--- src/rtl/dwt_pair_packer.sv ---
// dwt_pair_packer: packs raster samples into {odd, even} pairs, padding odd-length lines by symmetric extension.
// Optional macro PACK_CHECK_EN adds err_o, a sticky protocol error flag backed by a per-line sample counter.
module dwt_pair_packer #(
    parameter int DataWidth       = 16,
    parameter int MaximumSideSize = 512
) (
    input  logic                   clk_i,
    input  logic                   rst_i,
    output logic                   s_ready_o,
    input  logic                   s_valid_i,
    input  logic                   s_sof_i,
    input  logic                   s_eol_i,
    input  logic [DataWidth-1:0]   s_data_i,
    input  logic                   m_ready_i,
    output logic                   m_valid_o,
    output logic                   m_sof_o,
    output logic                   m_eol_o,
    output logic [2*DataWidth-1:0] m_data_o
`ifdef PACK_CHECK_EN
    ,
    output logic                   err_o
`endif
);
    typedef enum logic [1:0] {ST_EVEN, ST_ODD, ST_PAD} state_t;

    state_t                 state_q, state_d;
    logic [DataWidth-1:0]   hold_even_q, hold_even_d;
    logic [DataWidth-1:0]   last_odd_q, last_odd_d;
    logic                   hold_sof_q, hold_sof_d;
    logic                   last_odd_vld_q, last_odd_vld_d;
    logic                   m_valid_q, m_valid_d;
    logic                   m_sof_q, m_sof_d;
    logic                   m_eol_q, m_eol_d;
    logic [2*DataWidth-1:0] m_data_q, m_data_d;
    logic                   out_free;
    logic                   s_ready;
    logic                   s_fire;

    // Ready only ever depends on state and output register occupancy
    assign out_free  = !m_valid_q || m_ready_i;
    assign s_ready   = (state_q == ST_EVEN) || (state_q == ST_ODD && out_free);
    assign s_fire    = s_valid_i && s_ready;

    assign s_ready_o = s_ready;
    assign m_valid_o = m_valid_q;
    assign m_sof_o   = m_sof_q;
    assign m_eol_o   = m_eol_q;
    assign m_data_o  = m_data_q;

    // Pairing FSM: next state, held samples and output register load
    always_comb begin
        state_d        = state_q;
        hold_even_d    = hold_even_q;
        hold_sof_d     = hold_sof_q;
        last_odd_d     = last_odd_q;
        last_odd_vld_d = last_odd_vld_q;
        m_valid_d      = m_valid_q && !m_ready_i;
        m_sof_d        = m_sof_q;
        m_eol_d        = m_eol_q;
        m_data_d       = m_data_q;
        case (state_q)
            ST_EVEN: begin
                if (s_fire) begin
                    hold_even_d    = s_data_i;
                    hold_sof_d     = s_sof_i;
                    last_odd_vld_d = last_odd_vld_q && !s_sof_i;
                    state_d        = s_eol_i ? ST_PAD : ST_ODD;
                end
            end
            ST_ODD: begin
                if (s_fire && s_sof_i) begin
                    // Frame restarted mid-pair: drop the held even, the sof sample becomes the new even
                    hold_even_d    = s_data_i;
                    hold_sof_d     = 1'b1;
                    last_odd_vld_d = 1'b0;
                    state_d        = s_eol_i ? ST_PAD : ST_ODD;
                end else if (s_fire) begin
                    m_valid_d      = 1'b1;
                    m_data_d       = {s_data_i, hold_even_q};
                    m_sof_d        = hold_sof_q;
                    m_eol_d        = s_eol_i;
                    last_odd_d     = s_data_i;
                    last_odd_vld_d = !s_eol_i;
                    state_d        = ST_EVEN;
                end
            end
            ST_PAD: begin
                if (out_free) begin
                    // Mirror about the last even sample; a lone sample mirrors onto itself
                    m_valid_d      = 1'b1;
                    m_data_d       = {last_odd_vld_q ? last_odd_q : hold_even_q, hold_even_q};
                    m_sof_d        = hold_sof_q;
                    m_eol_d        = 1'b1;
                    last_odd_vld_d = 1'b0;
                    state_d        = ST_EVEN;
                end
            end
            default: state_d = ST_EVEN;
        endcase
    end

    // State and datapath registers; reset discards any partial pair
    always_ff @(posedge clk_i or posedge rst_i) begin
        if (rst_i) begin
            state_q        <= ST_EVEN;
            hold_even_q    <= '0;
            hold_sof_q     <= 1'b0;
            last_odd_q     <= '0;
            last_odd_vld_q <= 1'b0;
            m_valid_q      <= 1'b0;
            m_sof_q        <= 1'b0;
            m_eol_q        <= 1'b0;
            m_data_q       <= '0;
        end else begin
            state_q        <= state_d;
            hold_even_q    <= hold_even_d;
            hold_sof_q     <= hold_sof_d;
            last_odd_q     <= last_odd_d;
            last_odd_vld_q <= last_odd_vld_d;
            m_valid_q      <= m_valid_d;
            m_sof_q        <= m_sof_d;
            m_eol_q        <= m_eol_d;
            m_data_q       <= m_data_d;
        end
    end

`ifdef PACK_CHECK_EN
    localparam int CntWidth = $clog2(MaximumSideSize + 1);

    logic [CntWidth-1:0] cnt_q, cnt_d;
    logic                err_q, err_d;
    logic                pend_q, pend_d;

    // Per-line sample count and sticky protocol error detection
    always_comb begin
        cnt_d  = cnt_q;
        if (s_fire) begin
            cnt_d = s_eol_i ? '0 :
                    s_sof_i ? CntWidth'(1) :
                    (cnt_q == CntWidth'(MaximumSideSize)) ? cnt_q : cnt_q + 1'b1;
        end
        pend_d = s_valid_i && !s_ready;
        err_d  = err_q ||
                 (s_fire && s_sof_i && state_q == ST_ODD) ||
                 (s_fire && !s_eol_i && cnt_d == CntWidth'(MaximumSideSize)) ||
                 (pend_q && !s_valid_i);
    end

    // Checker registers
    always_ff @(posedge clk_i or posedge rst_i) begin
        if (rst_i) begin
            cnt_q  <= '0;
            err_q  <= 1'b0;
            pend_q <= 1'b0;
        end else begin
            cnt_q  <= cnt_d;
            err_q  <= err_d;
            pend_q <= pend_d;
        end
    end

    assign err_o = err_q;
`endif
endmodule

--- config.mk ---
export PLATFORM = sky130hd
export DESIGN_NAME = dwt_pair_packer
export DESIGN_NICKNAME = d
export VERILOG_FILES = /design/src/rtl/dwt_pair_packer.sv
export SDC_FILE = /design/constraint.sdc
export NUM_CORES = 1
export LEC_CHECK = 0
export BUFFER_PORTS_ARGS = -buffer_cell sky130_fd_sc_hd__buf_2
export CAP_MARGIN = 25
export CORE_ASPECT_RATIO = 1.2
export CORE_UTILIZATION = 60
export DETAILED_ROUTE_END_ITERATION = 8
export PLACE_DENSITY = 0.85
export SLEW_MARGIN = 30
export SYNTH_ARGS = -nofsm -noshare
export SYNTH_HDL_FRONTEND = slang
export SYNTH_SLANG_ARGS = --single-unit
--- constraint.sdc ---
create_clock -name clk_i -period 5.02 [get_ports clk_i]
set_input_delay 0.753 -clock clk_i [delete_from_list [all_inputs] [get_ports clk_i]]
set_output_delay 0.753 -clock clk_i [all_outputs]
set_load 0.03 [all_outputs]
# == After elaboration in Yosys (flattened, before gate mapping) ==
# Index checks and enable logic that the tools add are counted.
# word_totals
regBits,71
in_bits,22
# op_classes
n_eq_ne,8
bitwise,1
mux,34
n_reduce_logical,20
# op_table
op,n
2-to-1 mux 32 bit,3
one-hot mux 32 bit (2 select lines),1
2-to-1 mux 16 bit,3
one-hot mux 16 bit (2 select lines),1
2-to-1 mux 1 bit,15
2-to-1 mux 2 bit,5
AND reduction 3 bit,3
"inequality test 2 bit, second input constant",4
one-hot mux 1 bit (2 select lines),4
AND reduction 4 bit,2
one-hot mux 2 bit (3 select lines),1
logical AND 1 bit,5
zero test 1 bit,4
nonzero test 2 bit,2
"inequality test 3 x 2 -> 1 bit, second input constant",1
one-hot mux 1 bit (3 select lines),1
nonzero test 3 bit,1
"== test 2 x 1 -> 1 bit, second input constant",1
"== test 2 bit, second input constant",1
zero test 2 bit,1
logical OR 1 bit,2
"inequality test 2 x 1 -> 1 bit, second input constant",1
NOT 1 bit,1

# == Longest topological paths before layout ==
# Gate-level depths: netlist (run 1).
# depth
word_depth,8
depth_mapped,8
mapped_depth_nobuf,6

# == Least setup slack after synthesis (run 1) ==
# Ideal clock, no wire load.
# synth_timing
kind,input port to flip-flop
from,input m_ready_i
to,register hold_even_q[0]
stages,7
setup_ns,0.125
n_path_buf,3
required_time_ns,4.895
t_arrival_ns,2.009
setup_slack_ns,2.886
path_cell_list,nand2b_4 > buf_6 > a21o_1 > o211a_1 > buf_6 > buf_12 > mux2_4
# synth_via
elab_chain_cells,7
word_cells_on_any_way,8
cone_classes,eq/ne (2); reduce/logical (6)
# synth_rtl
item,line,rtl
"start, declared",14,"input logic m_ready_i,"
logical OR 1 bit (*),40,assign out_free = !m_valid_q || m_ready_i;
logical AND 1 bit (*),41,assign s_ready = (state_q == ST_EVEN) || (state_q == ST_ODD && out_free);
logical OR 1 bit (*),41,
net s_ready_o,9,"output logic s_ready_o,"
logical AND 1 bit (*),42,assign s_fire = s_valid_i && s_ready;
logical AND 1 bit,71,if (s_fire && s_sof_i) begin
inequality test 2 x 1 -> 1 bit (no source line),--,
AND reduction 3 bit (no source line) (*),--,
"end signal, assigned",116,hold_even_q <= hold_even_d;
"end, declared",27,"logic [DataWidth-1:0] hold_even_q, hold_even_d;"
# The timed path passes the listed nets; every way through them passes the cells marked *.
# A chain may end at the register's enable or synchronous reset.

# == Worst setup path in the final report (run 1) ==
# layout_timing
from,register state_q[0]
to,register m_data_q[14] (netlist: m_data_o[14])
# layout_via
elab_chain_cells,7
word_cells_on_any_way,13
cone_classes,eq/ne (5); mux (1); reduce/logical (7)
# layout_rtl
item,line,rtl
"start, declared",26,"state_t state_q, state_d;"
"start signal, assigned",115,state_q <= state_d;
== test 2 x 1 -> 1 bit,"41, 61",
logical AND 1 bit,41,
logical OR 1 bit,41,
logical AND 1 bit,42,
logical AND 1 bit,71,
inequality test 2 bit (no source line),--,
AND reduction 4 bit (no source line),--,
"end signal, assigned",123,m_data_q <= m_data_d;
"end, declared",34,"logic [2*DataWidth-1:0] m_data_q, m_data_d;"
# Parallel ways exist; a longest one is shown, timed or not.

==> key figures, run 1 <==
Logic synthesis
  • Post-Synth XOR/XNOR Area: 0%
  • Largest family of logic cells by synthesized area: multiplexers
  • Primary FF master, synth: dfrtp_1
  • Seq/Total Area, Yosys: 53.85%
  • Post-Synth Adder-Cell Area: 1.517%
  • Count of cell types in the netlist: 33
  • Synth Warn #: 0
  • Simple-Gate Fraction of Synth Area: 4.171%
  • Top-area cell type share of the netlist area: 53.85%
  • Async set-reset flop share out of synthesis: 100.0%
  • Compound-gate portion of the synthesized area: 7.205%
  • Syn avg cell area: 13.47 µm²
  • Post-synth EDFFs: 0
  • Cells after Synth: 245
  • Post-Syn Nets: 271
  • Post-synth top area cell: dfrtp_1
  • #FFs+latches synth: 71
  • Top cells by area, synth: dfrtp_1 (54%), mux2_1 (9.9%), mux2_2 (8.9%), mux2i_1 (5.2%), mux2_4 (4.6%)
  • Mux contribution to synthesized area: 28.48%
  • Synthesized area: 0.003299 mm²

Clock network
  • Post-cts resize count: 0
  • CTS root buffer: clkbuf_8
  • Worst-path clk slew: 0.07 ns
  • CTS H-Tree Depth: 3
  • CTS tree: built
  • CTS Buf Count: 9
  • Setup bufs post-CTS: 0
  • Sink Count: 71
  • Max clock buf depth: 2
  • Later-pin clock latency in the skew report: 0.34 ns
  • CTS Hold Bufs: 0

Worst setup path
  • Reg2Reg Depth: 6
  • CP max stage delay: 0.60 ns
  • CP delay by family, top: adder cells
  • Worst r2r src: state_q[0]
  • Slowest cell on the critical path: ha_1
  • Worst setup SP type: register
  • Buffers & Inverters on Critical Path: 2
  • CP max FO: 19
  • Crit path arrival time: 2.55 ns
  • Crit end category: register
  • WS Path Type: register to register
  • CP Data Required Time: 5.24 ns
  • R2r endpoint: m_data_o[14]
  • Crit-path cells: inv_1, ha_1, nor3_2, o21ai_4, buf_8, mux2_1
  • R2R Setup Slk: 2.69 ns

STA
  • Worst slew margin: 37.05%
  • Clock Skews: 0.003204 ns
  • Setup TNS: 0 ns
  • Setup slack after layout: 2.688 ns
  • Final hold viol count: 0
  • # setup viols final: 0
  • Peak Freq: 428.7 MHz
  • Max Slew Vio Count: 0
  • Crit share post-route: 46.46%
  • Unrepaired setup endpoints after global routing: false
  • Minimum clock period: 2.332 ns
  • Least-Margin Pin Slew: 0.9443 ns

Finish
  • Fin nets: 329
  • Post-layout instance area: 0.003807 mm²
  • Filler-free cell count of the finished design: 369
  • Layout cells sized above 1: 39.09%
  • Commonest non-fill, non-tap cells in the layout: dfrtp_1 (71), buf_2 (57), mux2_1 (29)
  • Layout area overhead: 15.40%
  • Diodes inserted: 0
  • Commonest non-fill, non-tap cell in the layout: dfrtp_1

Die
  • I/O Pins: 58
  • Total core area: 0.005298 mm²
  • Initial Utilization: 62.28%
  • Die W: 69.70 µm
  • Die area: 0.005801 mm²
  • Number of placement rows: 29
  • Die Y: 83.24 µm

Global routing
  • Initial antenna violation count: 0
  • GRT Resource Usage Total: 23.09%
  • First-pass GRT wire length: 10.19 mm
  • Gr ovfl total: 0
  • Vias in the first global route: 2161
  • Largest net degree at the start of global routing: 72

Place
  • Dpl ws: 2.604 ns
  • DP Cell Count: 353
  • Routability congestion estimate: 0.7919
  • Placed cell area: 0.003583 mm²
  • Port Buffers: 57
  • DP Wirelength: 4.092 mm

Power and ir drop
  • Reg power frac: 37.7%
  • Internal cell power: 1.684 mW
  • NetSw: 1.109 mW
  • PD cells: 733.6 mW/mm²
  • Logic pwr share: 46.2%
  • Worst vdd ir: 0.4006 mV
  • Switching portion of total power: 39.70%
  • Clock power share: 16.1%
  • Lkg Pwr: 1.750 nW

Job
  • Max Cap Viol: 0

Route
  • Drt drc: 0
  • Via/cell ratio: 5.640
  • Post-route ant nets: 0
  • Total wire length: 6.137 mm
  • Drt initial violations: 149
  • First-pass DRT Iterations: 4
  • Via Count: 2081
  • Routed len/inst: 16.63 µm

Outcome
  • Status: finished, final reports clean

Worst hold path
  • Worst hold-check path type: input pin to asynchronous set/reset pin
-- layer usage --
| layer | GRT usage (%) | vias up | routed length [µm] |
|---|---|---|---|
| li1 | - | 986 | - |
| met1 | 30.11 | 1030 | 2626 |
| met2 | 36.28 | 55 | 3166 |
| met3 | 4.976 | 10 | 256 |
| met4 | 12.18 | 0 | 88 |
| met5 | 0 | - | 0 |
-- power groups by stage --
stage	sequential, mW	combinational [mW]	clock (mW)
6_report	1.05	1.29	0.448
5_1_grt	1.09	1.38	0.489
4_1_cts	1.06	1.30	0.459
3_5_place_dp	1.06	1.29	0
3_3_place_gp	1.05	1.22	0
2_1_floorplan	1.29	0.753	0
-- layout make-up --
cell class                      count  area, µm²
Timing Repair Buffer               62      357.8
Inverter                            9      33.78
Tap cell                           62      77.57
Sequential cell                    71       1777
Clock buffer                       11      151.4
Clock inverter                      4      45.04
Multi-Input combinational cell    150       1365
Fill cell                         362       1490
-- flip-flops by register name (all words and copies together) (netlist names) --
register        count
m_data_o           32
hold_even_q        16
last_odd_q         16
state_q             2
hold_sof_q          1
last_odd_vld_q      1
m_eol_o             1
m_sof_o             1
m_valid_o           1
-- logic make-up (layout without fill, tap and decap cells) --
| logic type | Yosys count | in the layout |
|---|---|---|
| fa+ha+maj | 4 | 4 |
| buf+inv | 24 | 86 |
| mux | 82 | 82 |
| simple gates | 29 | 29 |
| compound gates | 35 | 35 |
| flops | 71 | 71 |
-- Yosys cell counts, types with 3 or more instances --
master	n
a21oi_1	18
inv_1	9
o21ai_0	3
mux2_2	26
mux2i_1	17
nand2_1	4
buf_2	5
nor2_1	18
ha_1	4
o31ai_1	3
mux2_4	10
buf_6	6
mux2_1	29
dfrtp_1	71
-- through the flow --
step / total power, mW / utilization, % / hold WS (ns)
4_1_cts: 2.817 / 71.35 / 0.4949
5_1_grt: 2.965 / 71.87 / 0.4191
3_3_place_gp: 2.271 / 67.08 / 0.4690
2_1_floorplan: 2.047 / - / 0.4689
3_5_place_dp: 2.354 / 67.64 / 0.4784
6_report: 2.793 / 71.87 / 0.4226
-- tightest hold or removal path: stages --
cell and delay, ns:
buf_2 0.10, inv_2 0.03, buf_4 0.25
-- how the worst max path moves through the flow --
| stage | start | end | slack, ns | cells after the start |
|---|---|---|---|---|
| 2_1_floorplan | rst_i | hold_even_q[0] | 2.47 | 1 |
| 3_3_place_gp | state_q[0] | m_data_o[27] | 2.40 | 5 |
| 3_5_place_dp | m_ready_i | hold_even_q[9] | 2.60 | 5 |
| 4_1_cts | state_q[0] | m_data_o[14] | 2.67 | 6 |
| 5_1_grt | state_q[0] | m_data_o[14] | 2.54 | 6 |
| 6_report | state_q[0] | m_data_o[14] | 2.69 | 6 |
Power figures use the tool's default switching activity.
==> inputs of run 2 (changes only) <==
--- a/config.mk
+++ b/config.mk
@@ -5,12 +5,13 @@
 export SDC_FILE = /design/constraint.sdc
 export NUM_CORES = 1
 export LEC_CHECK = 0
+export ABC_AREA = 1
 export BUFFER_PORTS_ARGS = -buffer_cell sky130_fd_sc_hd__buf_2
 export CAP_MARGIN = 25
 export CORE_ASPECT_RATIO = 1.2
-export CORE_UTILIZATION = 60
+export CORE_UTILIZATION = 55
 export DETAILED_ROUTE_END_ITERATION = 8
-export PLACE_DENSITY = 0.85
+export PLACE_DENSITY = 0.79
 export SLEW_MARGIN = 30
 export SYNTH_ARGS = -nofsm -noshare
 export SYNTH_HDL_FRONTEND = slang
==> constraint.sdc (replaced) <==
create_clock -name clk_i -period 2.4 [get_ports clk_i]
set_input_delay 0.36 -clock clk_i [delete_from_list [all_inputs] [get_ports clk_i]]
set_output_delay 0.36 -clock clk_i [all_outputs]
set_load 0.03 [all_outputs]
==> run 2 against run 1 <==
Final cell count up 38%. Clock power is 140% higher. Setup slack worse by 2.4 ns.
==> key figures, run 2 <==
STA
  • Final hold viol count: 0
  • Unrepaired setup endpoints after global routing: false
  • # setup viols final: 0
  • Worst slew margin: 62.59%
  • Max Slew Vio Count: 0
  • Minimum clock period: 2.147 ns
  • Setup TNS: 0 ns
  • Crit share post-route: 89.45%
  • Clock Skews: 0.007867 ns
  • Least-Margin Pin Slew: 0.5577 ns
  • Peak Freq: 465.8 MHz
  • Setup slack after layout: 0.2531 ns

Finish
  • Layout cells sized above 1: 19.46%
  • Commonest non-fill, non-tap cell in the layout: nand2_1
  • Number of flip-flops in the largest register: 32
  • Fin nets: 468
  • Layout area overhead: 17.00%
  • Commonest non-fill, non-tap cells in the layout: nand2_1 (124), dfrtp_1 (71), buf_2 (57)
  • Diodes inserted: 0

Die
  • Number of placement rows: 30
  • Die Y: 85.78 µm
  • Die W: 71.82 µm
  • Initial Utilization: 57.13%
  • I/O Pins: 58
  • Total core area: 0.005630 mm²
  • Die area: 0.006160 mm²

Logic synthesis
  • Cells after Synth: 386
  • Largest family of logic cells by synthesized area: simple AND/OR/NAND/NOR gates
  • Mux contribution to synthesized area: 0%
  • Post-Synth Adder-Cell Area: 1.556%
  • Synth Warn #: 0
  • Compound-gate portion of the synthesized area: 11.63%
  • Top cells by area, synth: dfrtp_1 (55%), nand2_1 (14%), nand3_1 (5.9%), o21ai_0 (5.6%), inv_1 (3.2%)
  • Top-area cell type share of the netlist area: 55.23%
  • Post-synth EDFFs: 0
  • Async set-reset flop share out of synthesis: 100.0%
  • #FFs+latches synth: 71
  • Seq/Total Area, Yosys: 55.23%
  • Synthesized area: 0.003217 mm²
  • Post-synth top area cell: dfrtp_1
  • Post-Syn Nets: 412
  • Simple-Gate Fraction of Synth Area: 24.08%
  • Synth cell count leaders: nand2_1 (124), dfrtp_1 (71), nand3_1 (38)
  • Count of cell types in the netlist: 21
  • Post-Synth XOR/XNOR Area: 0%
  • Most common cell in the synthesized netlist: nand2_1
  • Primary FF master, synth: dfrtp_1
  • Syn avg cell area: 8.334 µm²

Worst setup path
  • CP Data Required Time: 2.68 ns
  • Reg2Reg Depth: 10
  • CP max FO: 34
  • R2R Setup Slk: 0.25 ns
  • Worst setup SP type: register
  • Crit end category: register
  • WS Path Type: register to register
  • Worst setup path startpoint: state_q[1]
  • Crit path arrival time: 2.43 ns
  • Critical path destination: m_eol_o
  • Worst r2r src: state_q[1]
  • R2r endpoint: m_eol_o

Global routing
  • GRT Resource Usage Total: 25.33%
  • First-pass GRT wire length: 11.90 mm
  • Gr ovfl total: 0
  • Initial antenna violation count: 0
  • Vias in the first global route: 2677
  • Largest net degree at the start of global routing: 72

Power and ir drop
  • Worst vdd ir: 0.7952 mV
  • NetSw: 2.627 mW
  • Logic pwr share: 45.8%
  • PD cells: 1548 mW/mm²
  • Clock power share: 18.3%
  • Internal cell power: 3.200 mW
  • Reg power frac: 35.8%
  • Switching portion of total power: 45.09%
  • Lkg Pwr: 2.073 nW

Clock network
  • Worst-path clk slew: 0.08 ns
  • Later-pin clock latency in the skew report: 0.34 ns
  • Post-cts resize count: 0
  • CTS Buf Count: 9
  • Max clock buf depth: 2
  • CTS root buffer: clkbuf_8
  • Setup bufs post-CTS: 0
  • CTS H-Tree Depth: 3
  • Sink Count: 71
  • CTS tree: built
  • CTS Hold Bufs: 0

Worst hold path
  • Worst hold-check path type: input pin to asynchronous set/reset pin

Place
  • DP Wirelength: 4.701 mm
  • Routability congestion estimate: 0.8343
  • Dpl ws: 0.2995 ns
  • Port Buffers: 57

Route
  • Via Count: 2846
  • Total wire length: 7.222 mm
  • Drt initial violations: 180
  • First-pass DRT Iterations: 5
  • Drt drc: 0
  • Routed len/inst: 14.13 µm
  • Post-route ant nets: 0
  • Via/cell ratio: 5.569

Job
  • Max Cap Viol: 0

Outcome
  • Status: finished, final reports clean
[run 2: cell types whose count changed after synthesis, moves of 4 or more]
cell      delta
mux2_4      -10
mux2_2      -26
inv_1       +18
a21oi_1     -17
o21ai_1     +16
o21ai_0     +33
clkbuf_1     +5
mux2i_1     -17
o22ai_1     +16
mux2_1      -29
nand3_1     +38
nor2_1       +4
nand2_1    +120
[run 2: routing by layer]
metal | wire length, µm | track usage [%]
met2 | 3726 | 43.14
met4 | 108 | 10.87
met1 | 2950 | 30.34
met5 | 0 | 0
met3 | 437 | 6.463
[run 2: cell type report]
cell class                      instances  area (µm²)
Fill cell                             493        1867
Sequential cell                        71        1777
Multi-Input combinational cell        263        1199
Timing Repair Buffer                   66       365.4
Clock buffer                           13       158.9
Inverter                               31       118.9
Tap cell                               64       80.08
Clock inverter                          3       65.06
[run 2: power groups by stage]
stage / registers [mW] / clock network (mW) / logic (mW)
detailed placement: 2.10 / 0 / 2.67
global route: 2.14 / 1.14 / 2.96
floorplan: 2.57 / 0 / 1.53
CTS: 2.08 / 1.07 / 2.68
finish: 2.09 / 1.07 / 2.67
global placement: 2.08 / 0 / 2.58
[run 2: critical path, stage by stage (launching register included)]
cell and delay (ns):
dfrtp_1 0.41, inv_1 0.09, ha_1 0.28, inv_2 0.08, nand2_1 0.09, nand4_1 0.14, nand2_1 0.12, nand2_2 0.27
nand2_4 0.41, nand2_1 0.11, nand2_1 0.07
[run 2: cells by family (layout without fill, tap and decap cells)]
logic type / Yosys count / count (layout)
compound gates: 70 / 70
fa+ha+maj: 4 / 4
buf+inv: 52 / 113
flops: 71 / 71
simple gates: 189 / 189
[run 2: worst min-delay path by stage]
stage,end,slack [ns],cells past startpoint
floorplan,hold_sof_q,0.44,2
global placement,m_data_o[18],0.45,2
detailed placement,m_data_o[28],0.45,2
CTS,last_odd_q[0],0.09,3
global route,m_data_o[18],0.12,3
finish,last_odd_q[0],0.07,3
[run 2: metrics by stage]
| stage | utilization (%) | area, µm² | hold slack [ns] | instances | power [mW] |
|---|---|---|---|---|---|
| after CTS | 66.84 | 3764 | 0.09461 | 511 | 5.834 |
| after global routing | 66.84 | 3764 | 0.1229 | 511 | 6.241 |
| after detailed placement | 62.87 | 3540 | 0.4540 | 495 | 4.765 |
| after floorplan | - | 3217 | 0.4425 | 386 | 4.093 |
| after global placement | 62.87 | 3540 | 0.4497 | 495 | 4.665 |
| final | 66.84 | 3764 | 0.06990 | 511 | 5.827 |
